`src/rtl/pov_frame_scheduler.sv`:
```
// POV strip frame scheduler: launches one strip frame per new theta column and swaps banks at revolution wrap.
// Optional watchdog on the ACTIVE state is enabled with `define FRAME_TIMEOUT_EN.
module pov_frame_scheduler #(
  parameter int THETA_BITS     = 6,
  parameter int TEX_WIDTH      = 256,
  parameter int BANK_BITS      = 2,
  parameter int OVR_BITS       = 16,
  parameter int TIMEOUT_CYCLES = 2000000
) (
  input  logic                         clk,
  input  logic                         reset,
  input  logic [THETA_BITS-1:0]        theta,
  input  logic                         strip_done,
  input  logic                         cpu_bank_wr,
  input  logic [BANK_BITS-1:0]         cpu_bank_data,
  output logic                         strip_start,
  output logic [$clog2(TEX_WIDTH)-1:0] col,
  output logic [BANK_BITS-1:0]         bank,
  output logic                         busy,
  output logic                         rev_pulse,
  output logic [OVR_BITS-1:0]          overrun_cnt,
  output logic                         timeout_flag
);

  localparam int COL_W  = $clog2(TEX_WIDTH);
  localparam int PROD_W = THETA_BITS + COL_W + 1;

  typedef enum logic [1:0] {
    IDLE   = 2'd0,
    START  = 2'd1,
    ACTIVE = 2'd2
  } state_t;

  // Strip handshake: strip_start is a one-cycle request issued from START; the
  // strip controller answers with a one-cycle strip_done, honoured only in ACTIVE.
  state_t state_q, state_d;

  logic [THETA_BITS-1:0] last_theta_q, last_theta_d;
  logic                  pend_q, pend_d;
  logic [COL_W-1:0]      col_q, col_d;
  logic [BANK_BITS-1:0]  bank_q, bank_d;
  logic [BANK_BITS-1:0]  bank_pend_q, bank_pend_d;
  logic                  bank_pend_v_q, bank_pend_v_d;
  logic                  rev_pulse_q, rev_pulse_d;
  logic [OVR_BITS-1:0]   overrun_cnt_q, overrun_cnt_d;

  logic              change;
  logic              wrap;
  logic              launch;
  logic              timeout_hit;
  logic [PROD_W-1:0] col_prod;

  assign change   = (theta != last_theta_q);
  assign wrap     = change && (theta < last_theta_q);
  assign launch   = (state_q == IDLE) && pend_q;
  assign col_prod = PROD_W'(last_theta_q) * PROD_W'(TEX_WIDTH);

`ifdef FRAME_TIMEOUT_EN
  localparam int CNT_W = $clog2(TIMEOUT_CYCLES + 1);

  logic [CNT_W-1:0] tmo_cnt_q, tmo_cnt_d;
  logic             timeout_flag_q, timeout_flag_d;

  assign timeout_hit = (state_q == ACTIVE) && !strip_done &&
                       (tmo_cnt_q == CNT_W'(TIMEOUT_CYCLES - 1));

  always_comb begin
    tmo_cnt_d      = tmo_cnt_q;
    timeout_flag_d = timeout_flag_q;
    if (state_q == START) tmo_cnt_d = '0;
    else if (state_q == ACTIVE) tmo_cnt_d = tmo_cnt_q + 1'b1;
    if (timeout_hit) timeout_flag_d = 1'b1;
  end

  always_ff @(posedge clk) begin
    if (reset) begin
      tmo_cnt_q      <= '0;
      timeout_flag_q <= 1'b0;
    end else begin
      tmo_cnt_q      <= tmo_cnt_d;
      timeout_flag_q <= timeout_flag_d;
    end
  end

  assign timeout_flag = timeout_flag_q;
`else
  assign timeout_hit  = 1'b0;
  assign timeout_flag = 1'b0;
`endif

  // State register
  always_ff @(posedge clk) begin
    if (reset) state_q <= IDLE;
    else       state_q <= state_d;
  end

  // Next-state logic
  always_comb begin
    state_d = state_q;
    case (state_q)
      IDLE:    if (pend_q) state_d = START;
      START:   state_d = ACTIVE;
      ACTIVE:  if (strip_done || timeout_hit) state_d = IDLE;
      default: state_d = IDLE;
    endcase
  end

  // Moore outputs
  always_comb begin
    strip_start = 1'b0;
    busy        = 1'b0;
    case (state_q)
      START:   begin strip_start = 1'b1; busy = 1'b1; end
      ACTIVE:  busy = 1'b1;
      default: ;
    endcase
  end

  // Datapath: theta change tracking, column latch, overrun counting, bank staging
  always_comb begin
    last_theta_d  = last_theta_q;
    pend_d        = pend_q;
    col_d         = col_q;
    bank_d        = bank_q;
    bank_pend_d   = bank_pend_q;
    bank_pend_v_d = bank_pend_v_q;
    overrun_cnt_d = overrun_cnt_q;
    rev_pulse_d   = wrap;

    if (launch) begin
      col_d  = COL_W'(col_prod >> THETA_BITS);
      pend_d = 1'b0;
    end

    // A change overrides the launch clear so the new column gets its own frame.
    if (change) begin
      last_theta_d = theta;
      pend_d       = 1'b1;
      if (pend_q && (state_q != IDLE) && (overrun_cnt_q != {OVR_BITS{1'b1}}))
        overrun_cnt_d = overrun_cnt_q + 1'b1;
    end

    if (cpu_bank_wr) begin
      bank_pend_d   = cpu_bank_data;
      bank_pend_v_d = 1'b1;
    end

    if (wrap && (bank_pend_v_q || cpu_bank_wr)) begin
      bank_d        = cpu_bank_wr ? cpu_bank_data : bank_pend_q;
      bank_pend_v_d = 1'b0;
    end
  end

  always_ff @(posedge clk) begin
    if (reset) begin
      last_theta_q  <= '0;
      pend_q        <= 1'b1;
      col_q         <= '0;
      bank_q        <= '0;
      bank_pend_q   <= '0;
      bank_pend_v_q <= 1'b0;
      rev_pulse_q   <= 1'b0;
      overrun_cnt_q <= '0;
    end else begin
      last_theta_q  <= last_theta_d;
      pend_q        <= pend_d;
      col_q         <= col_d;
      bank_q        <= bank_d;
      bank_pend_q   <= bank_pend_d;
      bank_pend_v_q <= bank_pend_v_d;
      rev_pulse_q   <= rev_pulse_d;
      overrun_cnt_q <= overrun_cnt_d;
    end
  end

  assign col         = col_q;
  assign bank        = bank_q;
  assign rev_pulse   = rev_pulse_q;
  assign overrun_cnt = overrun_cnt_q;

endmodule
```
`config.mk`:
```
export PLATFORM = sky130hd
export DESIGN_NAME = pov_frame_scheduler
export DESIGN_NICKNAME = d
export VERILOG_FILES = /design/src/rtl/pov_frame_scheduler.sv
export SDC_FILE = /design/constraint.sdc
export NUM_CORES = 1
export LEC_CHECK = 0
export BUFFER_PORTS_ARGS = -buffer_cell sky130_fd_sc_hd__buf_2
export CAP_MARGIN = 20
export CORE_MARGIN = 10
export CORE_UTILIZATION = 40
export CTS_BUF_LIST = sky130_fd_sc_hd__clkbuf_16
export CTS_CLUSTER_SIZE = 24
export DETAILED_ROUTE_END_ITERATION = 16
export HOLD_SLACK_MARGIN = 0.03
export PLACE_DENSITY = 0.68
export SLEW_MARGIN = 20
export SYNTH_ARGS = -nofsm -noshare
export SYNTH_HDL_FRONTEND = slang
export SYNTH_SLANG_ARGS = --single-unit
export TNS_END_PERCENT = 100
```
`constraint.sdc`:
```
create_clock -name clk -period 2.2 [get_ports clk]
set_input_delay 0.22 -clock clk [delete_from_list [all_inputs] [get_ports clk]]
set_output_delay 0.22 -clock clk [all_outputs]
set_load 0.1 [all_outputs]
```
==> run metrics <==
drt first pass iters 4; area grow syn2layout 23.3%; routability congestion estimate 0.778; total gr overflow 0; PD cells 839 nW/µm²; vias about 1500; Post-Route Utilization 0.503; post-synthesis mux area share 0.0298; Sink Count 37; Post-CTS Resized 0; count of unique library cells instantiated by Yosys 37; Reg power frac 0.399; DR iter-0 viols a little over 70; dpl hpwl 2870 µm; post-layout instance area about 2200 µm²; reg-to-reg startpoint last_theta_q[5]; VDD IR-drop max about 370 µV; reg-to-reg slack, setup around 0.15 ns; initial antenna violation count 0; setup_tns 0 ns; CP max stage delay between 0.5 and 0.6 ns; core box area between 4000 and 5000 µm²; Yosys Warn Count 0; nets ~280; setup violators final 0; unrepaired setup endpoints after global routing false; H-Tree Depth 2; worst min path class primary input to flop; r2r endpoint overrun_cnt[15]; fin. max-slew vios 0; DRT antenna net count 0; Die Span X 86.4 µm; WL/cell between 10 and 15 µm; EDFF count, synth 0; cts hold-fix bufs 0; n_diodes 0; Max clock buf depth 2; GR Util All Layers 0.111; Crit Path Class flop to flop; Mapped Area about 1800 µm²; Fillers between 400 and 500; Clock transition at path regs 0.06 ns; Die H 86.4 µm; Rows 24; non-filler cells, final approximately 310; Setup crit end kind flop; Max Fclk between 400 and 500 MHz; Yosys reg bits 37; Logic pwr share 0.226; WHS 0.186 ns; Worst setup SP type flop; crit path max-delay cell type or4_4; R2R depth 7; Clock power frac 0.375; share of the synthesized area in the top cell type 0.420; Net Sw Frac 0.339; CTS root buffer clkbuf_16; Max FO, Critical Path 4; placed cells ~300; Slew @ Worst Pin approximately 0.68 ns; Area contributors post-synth dfxtp_1, ha_1, xnor2_1; first-pass GRT wire length 6760 µm; HP Start theta[0]; TritonCTS Buffers 5; relative slew slack 0.549; vias in the first global route between 1500 and 2000; I/O pin count 42; CP required between 2 and 2.5 ns; post-CTS setup buffers 0; Via density 5.06; cell taking the most area after synthesis dfxtp_1; Seq. cell area approximately 760 µm²; status finished clean; Syn Area/Cell around 8.4 µm²; CP cell instances inv_1, ha_1, nand4_1, o21ai_2, or4_4, or3_1, a21oi_1; area of the multi-input gates between 900 and 1000 µm²; Final Hold Vio Count 0; I/O Buffers 38; share of cells above drive strength 1 0.283; register area share after synthesis 0.420; largest net degree at the start of global routing 38; Lkg Pwr 0.927 nW; Async S/R FF share, synth 0; Post-Route WL a little under 4000 µm; total power between 1.5 and 2 mW; largest family of logic cells by synthesized area simple AND/OR/NAND/NOR gates; CP Capture Point overrun_cnt[15]; setup slack at placement between 0.15 and 0.2 ns; P_int 1.21 mW; post-route clock period utilization 0.930; Final WS setup between 0.15 and 0.2 ns; min Tclk post-route approximately 2.0 ns; critical path arrival between 2 and 2.5 ns; Residual DRC 0; CTS tree yes; clk_lat worst skew between 0.2 and 0.3 ns; simple-gate portion of the synthesized area 0.258; Synth Area in Adders 0.0710; Initial Util 0.408; Synth Area in XOR/XNOR 0.0596; synthesized instance count around 210; Setup crit start last_theta_q[5]; Post-DP Area between 2000 and 2500 µm²; area of the die 7460 µm²; switching power about 620 µW; complex-gate fraction of the synthesized area 0.101; Max Cap Violations 0; skew final approximately 0.0062 ns; Main synth FF type dfxtp_1
[critical path, delay by kind of cell, from the launching register on]
| family | cells | cell delay [ns] |
|---|---|---|
| compound gates | 2 | 0.24 |
| buf+inv | 1 | 0.05 |
| flops | 1 | 0.34 |
| simple gates | 3 | 1.02 |
| fa+ha+maj | 1 | 0.31 |
[flip-flops by register name (all words and copies together) (netlist names)]
name           count
state_q            2
bank_pend_v_q      1
last_theta_q       6
pend_q             1
bank_pend_q        2
col                6
rev_pulse          1
overrun_cnt       16
bank               2
[cell usage after synthesis, drive strengths merged (2+ instances only)]
cell,number
and4,2
nor3,5
inv,13
xnor2,12
nor2,23
nand3,14
nor3b,2
nor4,4
dfxtp,37
a21oi,19
mux2i,3
mux2,2
or3,3
nand2,24
o21ai,6
a211oi,2
nand4,5
buf,8
nor2b,4
ha,10
[worst min path at each step]
| stage | cells past startpoint | end |
|---|---|---|
| floorplan | 2 | last_theta_q[0] |
| global placement | 2 | col[5] |
| detailed placement | 2 | col[5] |
| CTS | 3 | last_theta_q[0] |
| global route | 3 | last_theta_q[2] |
| finish | 3 | last_theta_q[0] |
[cell usage in the layout (no fill, tap or decap), types with 2 or more instances in the layout]
master and n:
or3_1 3, dfxtp_1 22, nor2_1 23, xnor2_1 12, buf_4 6, a211oi_1 2, a21oi_1 19, nor4_1 3
buf_2 38, and4_1 2, nor2b_1 4, o21ai_0 5, nand4_1 5, mux2_2 2, nor3b_1 2, clkbuf_16 5
ha_1 10, clkinv_1 2, conb_1 3, nand3_1 13, nor3_1 5, nand2_1 24, mux2i_1 3, inv_1 13
dfxtp_2 15
[cells by family after synthesis]
family,after synthesis
AO/OA/AOI/OAI,31
XOR/XNOR,12
adder cells (fa/ha/maj),10
buffers and inverters,22
flip-flops,37
multiplexers,5
other,1
AND/OR/NAND/NOR,91
[layer usage]
metal / part of all wire / global-route usage
met5: 0 / 0
met3: 0.068 / 0.0338
met1: 0.46 / 0.126
met4: 0.025 / 0.0751
met2: 0.45 / 0.174
[layout make-up]
class	count	share of cell area
clock buffers	5	0.0576
clock inverters	3	0.00576
inverters	13	0.0225
multi-input cells	152	0.427
flip-flops and latches	37	0.349
well taps	52	0.0299
repair buffers	44	0.108
[power by group through the flow]
stage | combinational, mW | sequential [mW] | clock (mW)
final | 0.412 | 0.729 | 0.683
after global routing | 0.444 | 0.735 | 0.724
after CTS | 0.417 | 0.729 | 0.697
after detailed placement | 0.416 | 0.743 | 0
after global placement | 0.415 | 0.742 | 0
after floorplan | 0.213 | 0.881 | 0
Note: power is estimated with default switching activity, not from simulation.
